===== src/rtl/sat_counter.sv =====
// Saturating up-counter with synchronous clear and asynchronous reset.
module sat_counter #(
    parameter int WIDTH = 16
) (
    input  logic             clk,
    input  logic             reset,
    input  logic             clear,
    input  logic             enable,
    output logic [WIDTH-1:0] count
);

    // Count enabled cycles, holding at all-ones instead of wrapping
    always_ff @(posedge clk or posedge reset) begin
        if (reset) begin
            count <= '0;
        end else if (clear) begin
            count <= '0;
        end else if (enable && (count != {WIDTH{1'b1}})) begin
            count <= count + WIDTH'(1);
        end
    end

endmodule


===== config.mk =====
export PLATFORM = sky130hd
export DESIGN_NAME = sat_counter
export DESIGN_NICKNAME = d
export VERILOG_FILES = /design/src/rtl/sat_counter.sv
export SDC_FILE = /design/constraint.sdc
export NUM_CORES = 1
export LEC_CHECK = 0
export ABC_CLOCK_PERIOD_IN_PS = 3210
export CAP_MARGIN = 20
export CORE_UTILIZATION = 40
export CTS_CLUSTER_DIAMETER = 150
export CTS_CLUSTER_SIZE = 24
export DETAILED_ROUTE_END_ITERATION = 8
export PLACE_DENSITY = 0.71
export SYNTH_ARGS = -nofsm -noshare
export SYNTH_HDL_FRONTEND = slang
export SYNTH_SLANG_ARGS = --single-unit

===== constraint.sdc =====
create_clock -name clk -period 3.21 [get_ports clk]
set_input_delay 0.321 -clock clk [delete_from_list [all_inputs] [get_ports clk]]
set_output_delay 0.321 -clock clk [all_outputs]
set_load 0.03 [all_outputs]

==> results of run 1 <==
-- cells by family (layout without fill, tap and decap cells) --
kind of cell / count (synthesis) / in the layout / synth area share
mux: 3 / 3 / 0.0349
simple gates: 49 / 49 / 0.326
buf+inv: 7 / 25 / 0.0389
flops: 16 / 16 / 0.430
compound gates: 25 / 25 / 0.157
fa+ha+maj: 1 / 1 / 0.0134
-- per-layer routing --
layer  GRT usage  vias to the layer above
met1       0.240                      415
met4       0.100                        0
met2       0.264                       29
li1            -                      431
met5           0                        -
met3      0.0303                        4
-- layout by cell type (no fill, tap or decap), drive strengths merged --
| cell | n |
|---|---|
| nor2 | 3 |
| nand2 | 6 |
| mux2i | 1 |
| clkbuf | 3 |
| a31oi | 1 |
| inv | 3 |
| mux2 | 2 |
| nor3 | 4 |
| nor4 | 3 |
| nand4 | 5 |
| o41ai | 2 |
| or3 | 7 |
| or4 | 8 |
| o21ai | 5 |
| and4 | 1 |
| o31ai | 5 |
| nor2b | 3 |
| nand3 | 7 |
| ha | 1 |
| a21oi | 12 |
| dfrtp | 16 |
| nand2b | 2 |
| clkdlybuf4s50 | 19 |
-- cell type report --
| class | instances | share of cell area |
|---|---|---|
| multi-input combinational | 78 | 0.429 |
| sequential | 16 | 0.347 |
| timing repair buffer | 19 | 0.165 |
| tap | 28 | 0.0303 |
| clock buffer | 3 | 0.0195 |
| inverter | 3 | 0.00975 |
-- through the flow --
stage / std cells / worst slack (ns) / cell area, µm² / power (W)
after floorplan: 101 / 1.23 / 932 / 0.000232
after global placement: 144 / 0.979 / 1130 / 0.000242
after detailed placement: 144 / 0.931 / 1130 / 0.000243
after CTS: 147 / 1.18 / 1150 / 0.000347
after global routing: 147 / 1.01 / 1150 / 0.000358
final: 147 / 1.16 / 1150 / 0.000343
-- power by group --
| part | switching [W] | internal, W |
|---|---|---|
| Clock | 0.0000612 | 0.0000436 |
| Combinational | 0.0000189 | 0.0000122 |
| Sequential | 0.00000368 | 0.000204 |
| Total | 0.0000838 | 0.000260 |
-- worst max path at each step --
| stage | start | end | slack [ns] | depth (start not counted) |
|---|---|---|---|---|
| 3_3_place_gp | enable | count[13]$_DFFE_PP0P_ | 0.98 | 5 |
| 2_1_floorplan | count[0]$_DFFE_PP0P_ | count[0]$_DFFE_PP0P_ | 1.23 | 6 |
| 3_5_place_dp | enable | count[13]$_DFFE_PP0P_ | 0.93 | 5 |
| 4_1_cts | count[0]$_DFFE_PP0P_ | count[0]$_DFFE_PP0P_ | 1.18 | 5 |
| 5_1_grt | count[0]$_DFFE_PP0P_ | count[0]$_DFFE_PP0P_ | 1.01 | 5 |
| 6_report | count[0]$_DFFE_PP0P_ | count[0]$_DFFE_PP0P_ | 1.16 | 5 |
==> impl_metrics.csv, run 1 <==
group,metric,value,unit
power_and_ir_drop,powerDensity,297,mW/mm²
worst_setup_path,max_stage_delay,0.54,ns
finish,sequential_cell_area,400,µm²
route,wirelength_met1,1010,µm
placed_design,port_buffers,19,
synth,netlist_area,932,µm²
finish,final.fill_count,210,
synth,synth_most_common_cell,"sky130_fd_sc_hd__dfrtp_1",
worst_setup_path,crit_reg_reg_startpoint,"count[0]$_DFFE_PP0P_",
timing,clock.fmax,487,MHz
timing,rsz0062_at_grt,"no",
worst_setup_path,cp_cell_sequence,"ha_1, nand3_1, nor4_1, nor2b_1, mux2_2",
synth,synth_async_sr_flop_share,1.00,
finish,number_of_diodes_added_for_antenna_fixing,0,
timing,min_period,2.05,ns
timing,setup_viol,0,
worst_setup_path,cpLargestDelayFamily,"simple AND/OR/NAND/NOR gates",
synth,ys_dominant_reg_cell,"sky130_fd_sc_hd__dfrtp_1",
route,antenna_left,0,
synth,post_synth_inst_count,101,
timing,total_negative_setup_slacks,0,ns
clock_tree,holdBufCountCts,0,
global_route,grt_start_max_net_pins,20,
timing,timing_hold_violations_final,0,
finish,area_of_the_multi_input_gates,495,µm²
finish,reg.largest.list,"count (16)",
timing,timing_worst_slew_pin_value,0.692,ns
worst_setup_path,critical-path-slowest-cell,"sky130_fd_sc_hd__nor4_1",
route,detail_route.wl_per_cell,13.9,µm
clock_tree,insertion_delay,0.28,ns
worst_setup_path,endpoint_kind,"flip-flop",
die,die_area,0.00253,mm²
synth,synth_edf_count,0,
worst_setup_path,rr_worst_depth,5,
placed_design,place.gp.congestion,0.761,
synth,seq_area_frac_synth,0.430,
die,design.portCount,20,
clock_tree,cts-root-buf,"sky130_fd_sc_hd__clkbuf_4",
clock_tree,clock-sinks,16,
worst_setup_path,timing.rr.end,"count[0]$_DFFE_PP0P_",
worst_setup_path,crit_required,3.39,ns
worst_setup_path,critical_path.max_fanout,8,
worst_setup_path,critical_path_arrival,2.23,ns
route,post-route-drc-count,0,
global_route,global_route_wire_length_before_repair,3350,µm
global_route,globalRoute.totalOverflow,0,
route,routed-via-count,879,
timing,minimum_hold_slack,0.411,ns
finish,final_core_util,0.522,
clock_tree,post_cts.resized_instances,0,
finish,largest_register_ffs,16,
finish,final_layout_net_count,126,
synth,synth-seq-cells,16,
run,drv_cap,0,
worst_setup_path,timing.critical_path.from_type,"flip-flop",
clock_tree,cts_max_path_buffers,2,
die,core_area,0.00221,mm²
die,initial_utilization,0.421,
global_route,globalRouteTotalUtil,0.177,
global_route,grt_pass1_vias,783,
clock_tree,tritoncts.num_buffers,3,
worst_setup_path,critPathKind,"reg -> reg",
die,rows,17,
finish,areaGrowthSynthToFinish,23.9,%
route,viasPerCell,5.98,
route,first_iter_violations,15,
timing,skew,0.00309,ns
clock_tree,worst_setup_hold_path_clk_slew,0.09,ns
die,floorplan.die.height,50.3,µm
synth,synth.distinct_cells,29,
placed_design,detailed_place_hpwl,1470,µm
worst_setup_path,critical_path.n_buffers_inverters,0,
outcome,status,"finished, final reports clean",
finish,fraction_of_final_layout_cells_with_drive_strength_greater_than_1,0.0756,
power_and_ir_drop,irDropWorstVdd,238,µV
synth,yosys.area.top_type_share,0.430,
synth,most_area_consuming_cells_after_synthesis,"sky130_fd_sc_hd__dfrtp_1 (43%), sky130_fd_sc_hd__a21oi_1 (6.4%), sky130_fd_sc_hd__or4_1 (4.8%)",
finish,max_flop_register,"count",
synth,ys_warn_count,0,
route,met3_wirelength,78,µm
synth,synth_top_cells_by_count,"sky130_fd_sc_hd__dfrtp_1 (16), sky130_fd_sc_hd__a21oi_1 (12), sky130_fd_sc_hd__nand3_1 (7)",
global_route,antenna_found_initial,0,
worst_setup_path,regToRegSetupSlack,1.16,ns
die,width_of_the_die,50.3,µm
clock_tree,cts_tree,"done",
clock_tree,cts_setup_buffers,0,
route,routed.top_layer,"met4",
route,routed-wl-met2,922,µm
route,drt-total-wl,2050,µm
hold_path,holdCritPathClass,"in -> async",
clock_tree,htree_num_levels,1,
route,detail_route.first_pass.iterations,5,
timing,final_min_period_over_clock_period,0.639,
synth,net_count_synth,106,
power_and_ir_drop,power_leakage,0.405,nW
synth,syn_avg_cell_area,9.23,µm²
synth,yosysTopAreaCell,"sky130_fd_sc_hd__dfrtp_1",
timing,timing.max_slew.rel_slack,0.534,
timing,drv_slew,0,
(Power assumes the default switching activity.)
==> inputs of run 2 (changes only) <==
--- a/config.mk
+++ b/config.mk
@@ -5,7 +5,7 @@
 export SDC_FILE = /design/constraint.sdc
 export NUM_CORES = 1
 export LEC_CHECK = 0
-export ABC_CLOCK_PERIOD_IN_PS = 3210
+export ABC_CLOCK_PERIOD_IN_PS = 2060
 export CAP_MARGIN = 20
 export CORE_UTILIZATION = 40
 export CTS_CLUSTER_DIAMETER = 150
==> constraint.sdc (replaced) <==
create_clock -name clk -period 2.06 [get_ports clk]
set_input_delay 0.206 -clock clk [delete_from_list [all_inputs] [get_ports clk]]
set_output_delay 0.206 -clock clk [all_outputs]
set_load 0.03 [all_outputs]
==> impl_metrics.csv, run 2 (same netlist as run 1, synthesis figures left out) <==
group,metric,value,unit
clock_tree,insertion_delay,0.29,ns
route,detail_route.wl_per_cell,14.6,µm
placed_design,detailed_place_hpwl,1620,µm
clock_tree,cts_max_path_buffers,2,
global_route,global_route_wire_length_before_repair,4020,µm
timing,final_min_period_over_clock_period,0.918,
worst_setup_path,endpoint_kind,"flip-flop",
clock_tree,worst_setup_hold_path_clk_slew,0.10,ns
timing,timing.final.ws_setup,0.168,ns
power_and_ir_drop,powerDensity,488,mW/mm²
clock_tree,post_cts.resized_instances,0,
power_and_ir_drop,power.internal,0.000447,W
finish,areaGrowthSynthToFinish,28.6,%
worst_setup_path,critical_path_arrival,2.11,ns
finish,final.fill_count,228,
finish,fin_area,0.00120,mm²
timing,timing_hold_violations_final,0,
placed_design,place_inst,148,
power_and_ir_drop,p_sw_frac,0.236,
outcome,status,"finished, final reports clean",
finish,layout.cells.most_common_list,"sky130_fd_sc_hd__clkdlybuf4s50_1 (19), sky130_fd_sc_hd__dfrtp_1 (16), sky130_fd_sc_hd__a21oi_1 (12), sky130_fd_sc_hd__nand3_1 (7)",
route,drt-total-wl,2220,µm
timing,rsz0062_at_grt,"no",
hold_path,holdCritPathClass,"in -> async",
clock_tree,clock-sinks,16,
placed_design,place.gp.congestion,0.822,
clock_tree,holdBufCountCts,0,
die,width_of_the_die,50.3,µm
finish,mostFrequentLayoutCell,"sky130_fd_sc_hd__clkdlybuf4s50_1",
global_route,grt_pass1_vias,920,
timing,clock.fmax,529,MHz
die,initial_utilization,0.421,
worst_setup_path,critPathKind,"reg -> reg",
placed_design,dpl-instance-area,0.00116,mm²
clock_tree,cts-root-buf,"sky130_fd_sc_hd__clkbuf_4",
timing,min_period,1.89,ns
finish,max_flop_register,"count",
route,routed-via-count,917,
finish,reg.largest.list,"count (16)",
global_route,antenna_found_initial,0,
die,die_area,0.00253,mm²
power_and_ir_drop,irDropWorstVdd,383,µV
power_and_ir_drop,finalPower,0.000585,W
finish,fraction_of_final_layout_cells_with_drive_strength_greater_than_1,0.113,
clock_tree,tritoncts.num_buffers,3,
placed_design,dp_slack,0.161,ns
route,antenna_left,0,
global_route,globalRouteTotalUtil,0.207,
worst_setup_path,crit_required,2.28,ns
timing,total_negative_setup_slacks,0,ns
clock_tree,cts_setup_buffers,0,
route,detail_route.first_pass.iterations,4,
route,post-route-drc-count,0,
run,drv_cap,0,
die,rows,17,
clock_tree,htree_num_levels,1,
die,design.portCount,20,
finish,number_of_diodes_added_for_antenna_fixing,0,
finish,layout.cells.non_filler,152,
power_and_ir_drop,pwr-share-seq,0.552,
die,floorplan.die.height,50.3,µm
worst_setup_path,critical_path.max_fanout,8,
global_route,globalRoute.totalOverflow,0,
clock_tree,cts_tree,"done",
timing,skew,0.00961,ns
route,first_iter_violations,20,
finish,final_layout_net_count,130,
worst_setup_path,timing.critical_path.from_type,"flip-flop",
power_and_ir_drop,power_leakage,0.431,nW
global_route,grt_start_max_net_pins,17,
placed_design,port_buffers,19,
die,core_area,0.00221,mm²
power_and_ir_drop,net_switching_power,0.000138,W
timing,setup_viol,0,
finish,largest_register_ffs,16,
power_and_ir_drop,clock_power_share,0.359,
power_and_ir_drop,power.share.combinational,0.089,
timing,timing.max_slew.rel_slack,0.592,
timing,timing_worst_slew_pin_value,0.612,ns
timing,drv_slew,0,
worst_setup_path,rr_worst_depth,4,
route,viasPerCell,6.03,
==> run 2: per-stage QoR <==
stage	util	hold slack [ns]
final	0.542	0.272
after global routing	0.542	0.327
after global placement	0.525	0.550
after floorplan	-	0.120
after CTS	0.542	0.300
after detailed placement	0.525	0.581
==> run 2: worst max-delay path, cell delays in order (launching register included) <==
cell                      delay, ns
sky130_fd_sc_hd__dfrtp_1       0.48
sky130_fd_sc_hd__nand4_1       0.22
sky130_fd_sc_hd__or4_4         0.56
sky130_fd_sc_hd__or4_1         0.42
sky130_fd_sc_hd__a21oi_1       0.15
==> run 2: path summary, 6_finish.rpt <==
kind,start,to,slack [ns]
max in group asynchronous,reset,count[3]$_DFFE_PP0P_,1.38
worst max register to register,count[2]$_DFFE_PP0P_,count[13]$_DFFE_PP0P_,0.17
worst max-delay path,count[2]$_DFFE_PP0P_,count[13]$_DFFE_PP0P_,0.17
worst min register to register,count[14]$_DFFE_PP0P_,count[14]$_DFFE_PP0P_,0.59
min in group clk,count[14]$_DFFE_PP0P_,count[14]$_DFFE_PP0P_,0.59
worst min-delay path,reset,count[0]$_DFFE_PP0P_,0.27
==> run 2: final cells by class <==
type / instances / area [µm²] / area share
clock buffer: 4 / 36.3 / 0.0303
timing repair buffer: 23 / 220 / 0.184
inverter: 3 / 11.3 / 0.00939
multi-input combinational: 78 / 495 / 0.413
tap: 28 / 35.0 / 0.0292
sequential: 16 / 400 / 0.334
==> run 2: layer usage <==
layer  vias to the layer above  track usage  share of wire
met5                         -            0              0
met4                         0       0.0714          0.018
met3                         6       0.0273          0.041
met2                        29        0.349           0.48
met1                       437        0.268           0.46
li1                        445            -              -
==> run 2: power by group through the flow <==
stage / Sequential [W] / Clock, W / Combinational (W)
after global routing: 0.000324 / 0.000224 / 0.0000572
after floorplan: 0.000336 / 0 / 0.0000248
after detailed placement: 0.000330 / 0 / 0.0000524
final: 0.000323 / 0.000210 / 0.0000519
after global placement: 0.000329 / 0 / 0.0000516
after CTS: 0.000323 / 0.000213 / 0.0000529
